`src/rtl/uart_byte_processor.sv`:
```
// UART byte processor: buffers received words in a small FIFO, applies a
// mode-selected transform and feeds the transmitter one word at a time.
module uart_byte_processor #(
    parameter int DBIT   = 8,
    parameter int FIFO_W = 2,
    parameter int OFFSET = 1
) (
    input  logic              clk,
    input  logic              reset,
    input  logic              rx_done_tick,
    input  logic [DBIT-1:0]   r_data,
    input  logic              tx_done_tick,
    input  logic [1:0]        mode,
    output logic [DBIT-1:0]   w_data,
    output logic              tx_start,
    output logic              busy,
    output logic [FIFO_W:0]   fifo_count,
    output logic              overflow
);

    localparam int DEPTH = 2 ** FIFO_W;
    localparam logic [DBIT-1:0] OFF = DBIT'(OFFSET);
    localparam logic [FIFO_W:0] FULL_COUNT = (FIFO_W + 1)'(DEPTH);

    localparam logic [0:0] IDLE = 1'b0;
    localparam logic [0:0] WAIT = 1'b1;

    logic [DBIT-1:0]   mem [DEPTH];
    logic [FIFO_W-1:0] wr_ptr;
    logic [FIFO_W-1:0] rd_ptr;
    logic [FIFO_W:0]   count;
    logic [0:0]        state;

    logic              full;
    logic              empty;
    logic              pop;
    logic              push;
    logic [DBIT-1:0]   head;
    logic [DBIT-1:0]   result;

    // Handshake: tx_start pulses for one cycle alongside a new w_data; the
    // processor then stays busy until the transmitter answers with tx_done_tick.
    assign full  = (count == FULL_COUNT);
    assign empty = (count == '0);
    assign pop   = (state == IDLE) && !empty;
    assign push  = rx_done_tick && (!full || pop);
    assign head  = mem[rd_ptr];

    assign busy       = (state == WAIT);
    assign fifo_count = count;

    always_comb begin
        result = head;
        case (mode)
            2'b00:   result = head;
            2'b01:   result = head + OFF;
            2'b10:   result = ~head;
            2'b11:   result = head - OFF;
            default: result = head;
        endcase
    end

    // Storage carries no reset; pointers and count define what is valid.
    always_ff @(posedge clk) begin
        if (push) begin
            mem[wr_ptr] <= r_data;
        end
    end

    always_ff @(posedge clk) begin
        if (reset) begin
            wr_ptr   <= '0;
            rd_ptr   <= '0;
            count    <= '0;
            overflow <= 1'b0;
            state    <= IDLE;
            w_data   <= '0;
            tx_start <= 1'b0;
        end else begin
            if (push) begin
                wr_ptr <= wr_ptr + 1'b1;
            end
            if (pop) begin
                rd_ptr <= rd_ptr + 1'b1;
            end
            case ({push, pop})
                2'b10:   count <= count + 1'b1;
                2'b01:   count <= count - 1'b1;
                default: count <= count;
            endcase
            if (rx_done_tick && full && !pop) begin
                overflow <= 1'b1;
            end

            tx_start <= pop;
            if (pop) begin
                w_data <= result;
            end

            case (state)
                IDLE:    if (pop) state <= WAIT;
                WAIT:    if (tx_done_tick) state <= IDLE;
                default: state <= IDLE;
            endcase
        end
    end

endmodule

```
`config.mk`:
```
export PLATFORM = sky130hd
export DESIGN_NAME = uart_byte_processor
export DESIGN_NICKNAME = d
export VERILOG_FILES = /design/src/rtl/uart_byte_processor.sv
export SDC_FILE = /design/constraint.sdc
export NUM_CORES = 1
export LEC_CHECK = 0
export CAP_MARGIN = 30
export CORE_MARGIN = 2
export CORE_UTILIZATION = 55
export DETAILED_ROUTE_END_ITERATION = 10
export GPL_TIMING_DRIVEN = 0
export PLACE_DENSITY = 0.78
export SLEW_MARGIN = 20
export SYNTH_ARGS = -nofsm -noshare
export SYNTH_HDL_FRONTEND = slang
export SYNTH_SLANG_ARGS = --single-unit
```
`constraint.sdc`:
```
create_clock -name clk -period 5.05 [get_ports clk]
set_input_delay 0.7575 -clock clk [delete_from_list [all_inputs] [get_ports clk]]
set_output_delay 0.7575 -clock clk [all_outputs]
set_load 0.005 [all_outputs]
```
==> impl_metrics.env, run 1 <==
export IMPL_syn_nets=223
export IMPL_synth_ff_type="edfxtp_1"
export IMPL_synth_top_cell_by_area="edfxtp_1"
export IMPL_maxCapViolCount=0
export IMPL_dpl_cell_count=273
export IMPL_root_buffer="clkbuf_8"
export IMPL_synth_cells=196
export IMPL_avgSynthCellArea_sq_um=12.6
export IMPL_r2r_end="w_data[6]$_SDFFE_PP0N_"
export IMPL_grt_setup_unrepaired="no"
export IMPL_worst_path_max_fanout=9
export IMPL_gp_congestion=0.827
export IMPL_setup_viol=0
export IMPL_clkLatencyLatePin_ns=0.30
export IMPL_cts_resized=0
export IMPL_synth_most_common_cell="edfxtp_1"
export IMPL_final_cell_count_no_fill=281
export IMPL_ys_seq_elements=52
export IMPL_die_width_um=70.9
export IMPL_end_kind="register"
export IMPL_fin_nets=255
export IMPL_power_leakage_nw=1.06
export IMPL_fmax_ghz=0.342
export IMPL_reg2reg_depth=9
export IMPL_cts_max_level=2
export IMPL_dr_first_iter_drc_count=70
export IMPL_min_delay_worst_endpoint="w_data[0]$_SDFFE_PP0N_"
export IMPL_die_h_um=70.9
export IMPL_ir_worst_vdd_mv=0.234
export IMPL_fin_crit_sh=0.580
export IMPL_dr_pass1_iters=4
export IMPL_maxSlewHeadroom=0.629
export IMPL_status="finished clean"
export IMPL_hp_class="reg -> reg"
export IMPL_drive_above_1_share=0.0873
export IMPL_syn_cell_area_sq_um=2460
export IMPL_met3WireLength_um=169
export IMPL_crit_chain="clkbuf_1 -> nand2_1 -> inv_1 -> ha_1 -> a21o_1 -> a21oi_1 -> a21oi_2 -> or3_1 -> a21oi_1 -> o21ai_1"
export IMPL_crit_path_max_incr_delay_ns=0.42
export IMPL_fillCellCount=334
export IMPL_holdPathStages=2
export IMPL_drv_slew=0
export IMPL_ys_seq_area_frac=0.552
export IMPL_die_area_sq_um=5030
export IMPL_hp_start="w_data[0]$_SDFFE_PP0N_"
export IMPL_powerDensity_nw_per_um2=516
export IMPL_clk_path_buf_depth=2
export IMPL_cts_sinks=52
export IMPL_cp_slowest_cell="clkbuf_1"
export IMPL_clock_skew_ns=0.00664
export IMPL_clkTransAtPathRegs_ns=0.09
export IMPL_cp_data_required_time_ns=5.25
export IMPL_met2_length_um=2000
export IMPL_tns_ns=0
export IMPL_synthDistinctLibCells=41
export IMPL_synth_area_leaders="edfxtp_1 39%, dfxtp_1 16%, ha_1 5.6%"
export IMPL_post_cts_setup_buffers=0
export IMPL_fin_crit_ns=2.93
export IMPL_wl_met1_um=1840
export IMPL_wl_um=4070
export IMPL_cts_buffers=5
export IMPL_drc=0
export IMPL_antenna_cells=0
export IMPL_dp_hpwl_um=2970
export IMPL_area_growth_synth_to_final_pct=19.2
export IMPL_worst_pin_slew_ns=0.557
export IMPL_core_sq_um=4320
export IMPL_reg2reg_slack_ns=2.26
export IMPL_vias_per_cell=5.54
export IMPL_synth_edf_count=32
export IMPL_synth_top_area_share=0.390
export IMPL_cts_tree="built"
export IMPL_routed_top_layer="met4"
export IMPL_cp_common_cell="a21oi_1"
export IMPL_row_count=24
export IMPL_grt_pass1_wl_um=7170
export IMPL_wire_per_inst_um=14.5
export IMPL_port_buffers=25
export IMPL_initial_core_util=0.570
export IMPL_holdBufCountCts=0
export IMPL_async_flop_share=0
export IMPL_grt_max_degree=17
export IMPL_crit_type="in -> reg"
export IMPL_start_kind="input pin"
export IMPL_vias=1558
export IMPL_grt_remaining_overflow=0
export IMPL_hold_viol=0
export IMPL_antenna_found_initial=0
export IMPL_grtUsageTotal=0.188
export IMPL_worstPathArrival_ns=3.13
export IMPL_grt_pass1_vias=1538
export IMPL_io_pins=28
export IMPL_yosysWarnings=0
export IMPL_ant_nets=0
export IMPL_synth_commonest_cells="32 x edfxtp_1, 20 x dfxtp_1, 15 x a21oi_1, 15 x nand2_1, 13 x nor2_1"
[worst max-delay path, delay by kind of cell]
kind | cells | cell delay [ns]
AO/OA/AOI/OAI | 5 | 0.76
buffers and inverters | 2 | 0.71
AND/OR/NAND/NOR | 2 | 0.56
adder cells (fa/ha/maj) | 1 | 0.34
[state kept, by name, summed over array words and instances (netlist names), named ones only]
name and flops:
mem 32, w_data 8, fifo_count 3, rd_ptr 2, wr_ptr 2, busy 1, overflow 1, tx_start 1
[cell usage in the layout, fill, tap and decap left out, types with 2 or more instances in the layout]
cell,n
buf_6,2
mux2i_1,4
o211ai_1,5
clkdlybuf4s50_1,25
or3_1,4
xnor2_1,11
inv_1,9
bufinv_16,3
nand3b_1,3
a21oi_1,15
xor2_1,5
a21o_1,2
fa_1,2
and2_1,4
nor2_1,13
edfxtp_1,32
mux4_2,2
o21ai_0,3
clkbuf_8,5
nand2_1,15
nand3_1,3
nor3_1,3
buf_2,3
ha_1,11
mux4_1,5
clkbuf_1,3
dfxtp_1,20
[final cells by class]
type	count	area, sq um	share of cell area
clock buffers	5	68.8	0.0234
flip-flops and latches	52	1360	0.463
multi-input cells	125	1010	0.345
clock inverters	3	90.1	0.0307
inverters	10	37.5	0.0128
repair buffers	25	250	0.0851
well taps	52	65.1	0.0221
plain buffers	9	52.6	0.0179
[layer usage]
metal / track usage / vias up
met5: 0 / -
met3: 0.0484 / 4
met1: 0.236 / 743
li1: - / 774
met4: 0.0692 / 0
met2: 0.316 / 37
[stage by stage]
step | hold slack (ns) | cell area (sq um) | setup slack (ns) | util | power (W)
floorplan | 0.448 | 2460 | 2.15 | - | 0.000970
finish | 0.456 | 2940 | 2.12 | 0.680 | 0.00152
detailed placement | 0.447 | 2780 | 1.82 | 0.643 | 0.00115
global route | 0.478 | 2940 | 1.93 | 0.680 | 0.00163
global placement | 0.441 | 2780 | 1.86 | 0.643 | 0.00114
CTS | 0.459 | 2940 | 2.14 | 0.680 | 0.00153
[how the worst max path moves through the flow]
| stage | from | slack (ns) | depth (start not counted) | end |
|---|---|---|---|---|
| 3_3_place_gp | mode[1] | 1.86 | 10 | w_data[6]$_SDFFE_PP0N_ |
| 2_1_floorplan | mode[1] | 2.15 | 10 | w_data[6]$_SDFFE_PP0N_ |
| 6_report | mode[1] | 2.12 | 10 | w_data[6]$_SDFFE_PP0N_ |
| 4_1_cts | mode[1] | 2.14 | 10 | w_data[6]$_SDFFE_PP0N_ |
| 5_1_grt | mode[1] | 1.93 | 10 | w_data[7]$_SDFFE_PP0N_ |
| 3_5_place_dp | mode[1] | 1.82 | 10 | w_data[6]$_SDFFE_PP0N_ |
[where the power goes]
part	internal, W	switching [W]	total [W]
clock	0.000248	0.000133	0.000381
sequential	0.000527	0.0000398	0.000567
combinational	0.000288	0.000282	0.000570
[cell families after synthesis]
group / synth area share
xor gates and xnor gates: 0.0635
adders and majority gates: 0.0721
DFF: 0.552
muxes: 0.0924
and+or+nand+nor: 0.0949
buffers and inverters: 0.0365
AOI/OAI and AO/OA: 0.0883
No activity file was read; power rests on OpenSTA's default activity.
==> inputs of run 2 (changes only) <==
Clock period 5.05 ns to 2.75 ns, I/O delays scaled along.
==> run 2 against run 1 <==
- critical path depth decreased by 1
- die area unchanged
- sequential share of layout area decreased by 0.14 points
- hold slack about the same
- clock power increased by 84%
- first-iteration DRC count increased by 27%
- global-route usage increased by 0.086 points
- clock skew decreased by 0.0016 ns
- routed wire length increased by 2.2%
- sequential cell count unchanged
==> impl_metrics.env, run 2 (synthesis gave the netlist of run 1 again) <==
export IMPL_status="finished clean"
export IMPL_vias=1551
export IMPL_ir_worst_vdd_mv=0.433
export IMPL_start_kind="register"
export IMPL_root_buffer="clkbuf_8"
export IMPL_drc=0
export IMPL_core_sq_um=4320
export IMPL_met2_length_um=2070
export IMPL_dpl_cell_count=273
export IMPL_largest_reg_flops=32
export IMPL_die_width_um=70.9
export IMPL_gp_congestion=0.827
export IMPL_final_cell_count_no_fill=281
export IMPL_power_leakage_nw=1.05
export IMPL_worst_path_max_fanout=10
export IMPL_worstPathArrival_ns=2.83
export IMPL_cp_common_cell="a21oi_2"
export IMPL_p_sw_w=0.000851
export IMPL_dr_first_iter_drc_count=89
export IMPL_crit_type="reg -> reg"
export IMPL_clkLatencyLatePin_ns=0.30
export IMPL_crit_path_max_incr_delay_ns=0.58
export IMPL_powerDensity_nw_per_um2=955
export IMPL_hold_viol=0
export IMPL_grtUsageTotal=0.189
export IMPL_drive_above_1_share=0.105
export IMPL_dp_hpwl_um=2970
export IMPL_largest_register="mem"
export IMPL_end_kind="register"
export IMPL_die_area_sq_um=5030
export IMPL_met3WireLength_um=172
export IMPL_fin_crit_sh=0.956
export IMPL_place_ws_ns=-0.132
export IMPL_ant_nets=0
export IMPL_grt_pass1_wl_um=7210
export IMPL_switching_share=0.302
export IMPL_grt_setup_unrepaired="no"
export IMPL_area_growth_synth_to_final_pct=19.6
export IMPL_worst_pin_slew_ns=0.563
export IMPL_hp_class="reg -> reg"
export IMPL_layout_commonest_cell="edfxtp_1"
export IMPL_fillCellCount=330
export IMPL_tns_ns=0
export IMPL_cts_buffers=5
export IMPL_dr_pass1_iters=4
export IMPL_intPower_w=0.00196
export IMPL_drv_slew=0
export IMPL_final_cell_mix="32 x edfxtp_1, 25 x clkdlybuf4s50_1, 20 x dfxtp_1, 15 x nand2_1, 14 x a21oi_1"
export IMPL_row_count=24
export IMPL_initial_core_util=0.570
export IMPL_post_cts_setup_buffers=0
export IMPL_clkTransAtPathRegs_ns=0.09
export IMPL_wl_met1_um=1850
export IMPL_vias_per_cell=5.52
export IMPL_whs_ns=0.456
export IMPL_antenna_found_initial=0
export IMPL_io_pins=28
export IMPL_cts_max_level=2
export IMPL_cp_slowest_cell="mux4_2"
export IMPL_comb_power_share=0.381
export IMPL_die_h_um=70.9
export IMPL_grt_remaining_overflow=0
export IMPL_port_buffers=25
export IMPL_path_delay_family="compound AO/OA/AOI/OAI gates"
export IMPL_clock_skew_ns=0.00501
export IMPL_setup_viol=0
export IMPL_wire_per_inst_um=14.8
export IMPL_layout_setup_ws_ns=0.122
export IMPL_maxSlewHeadroom=0.625
export IMPL_pwr_share_clk=0.249
export IMPL_cp_data_required_time_ns=2.95
export IMPL_cp_num_buf_inv=1
export IMPL_routed_top_layer="met4"
export IMPL_fmax_ghz=0.381
export IMPL_clk_path_buf_depth=2
export IMPL_crit_chain="buf_6 -> mux4_2 -> fa_1 -> a21o_1 -> a21oi_2 -> a21oi_2 -> or3_1 -> a21oi_1 -> o21ai_1"
export IMPL_fin_nets=255
export IMPL_wl_um=4160
export IMPL_grt_pass1_vias=1544
export IMPL_antenna_cells=0
export IMPL_p_seq_frac=0.370
export IMPL_grt_max_degree=17
export IMPL_cts_sinks=52
export IMPL_maxCapViolCount=0
export IMPL_fin_crit_ns=2.63
export IMPL_cts_tree="built"
run 2: cell counts in the layout (fill, tap and decap cells not counted):
Identical to the previous run, type by type.
run 2: layout make-up:
type,count,area [sq um],area share
flip-flops and latches,52,1360,0.462
repair buffers,25,250,0.0849
well taps,52,65.1,0.0221
multi-input cells,125,1020,0.347
clock inverters,3,90.1,0.0306
plain buffers,9,52.6,0.0178
inverters,10,37.5,0.0127
clock buffers,5,68.8,0.0233
run 2: routing by layer:
layer | vias up | track usage
li1 | 772 | -
met1 | 742 | 0.237
met2 | 33 | 0.317
met3 | 4 | 0.0484
met4 | 0 | 0.0692
met5 | - | 0
run 2: final timing paths:
check,startpoint,to,slack (ns),cells after the start
max,register,w_data[6]$_SDFFE_PP0N_,0.12,9
min,w_data[0]$_SDFFE_PP0N_,w_data[0]$_SDFFE_PP0N_,0.46,2
max reg2reg,register,w_data[6]$_SDFFE_PP0N_,0.12,9
min reg2reg,w_data[0]$_SDFFE_PP0N_,w_data[0]$_SDFFE_PP0N_,0.46,2
run 2: metrics by stage:
| step | total power [W] | cell area (sq um) | util |
|---|---|---|---|
| after CTS | 0.00282 | 2940 | 0.679 |
| after global routing | 0.00302 | 2950 | 0.682 |
| final | 0.00281 | 2950 | 0.682 |
| after floorplan | 0.00178 | 2460 | - |
| after global placement | 0.00209 | 2780 | 0.643 |
| after detailed placement | 0.00211 | 2780 | 0.643 |
run 2: worst min-delay path, delay by kind of cell, from the launching register on:
kind            cells  cell delay, ns
simple gates        1            0.05
compound gates      1            0.05
flops               1            0.32
run 2: timing repair:
| action | in CTS | in global routing |
|---|---|---|
| resized for setup | 1 | 3 |
| endpoints found under the setup margin | 1 | 3 |
| hold buffers | 0 | 0 |
| pin swaps | 0 | 0 |
run 2: power groups by stage:
| stage | Clock [W] | Combinational, W | Sequential (W) |
|---|---|---|---|
| floorplan | 0 | 0.000726 | 0.00106 |
| global placement | 0 | 0.00104 | 0.00105 |
| detailed placement | 0 | 0.00105 | 0.00106 |
| CTS | 0.000717 | 0.00106 | 0.00104 |
| global route | 0.000753 | 0.00121 | 0.00106 |
| finish | 0.000701 | 0.00107 | 0.00104 |
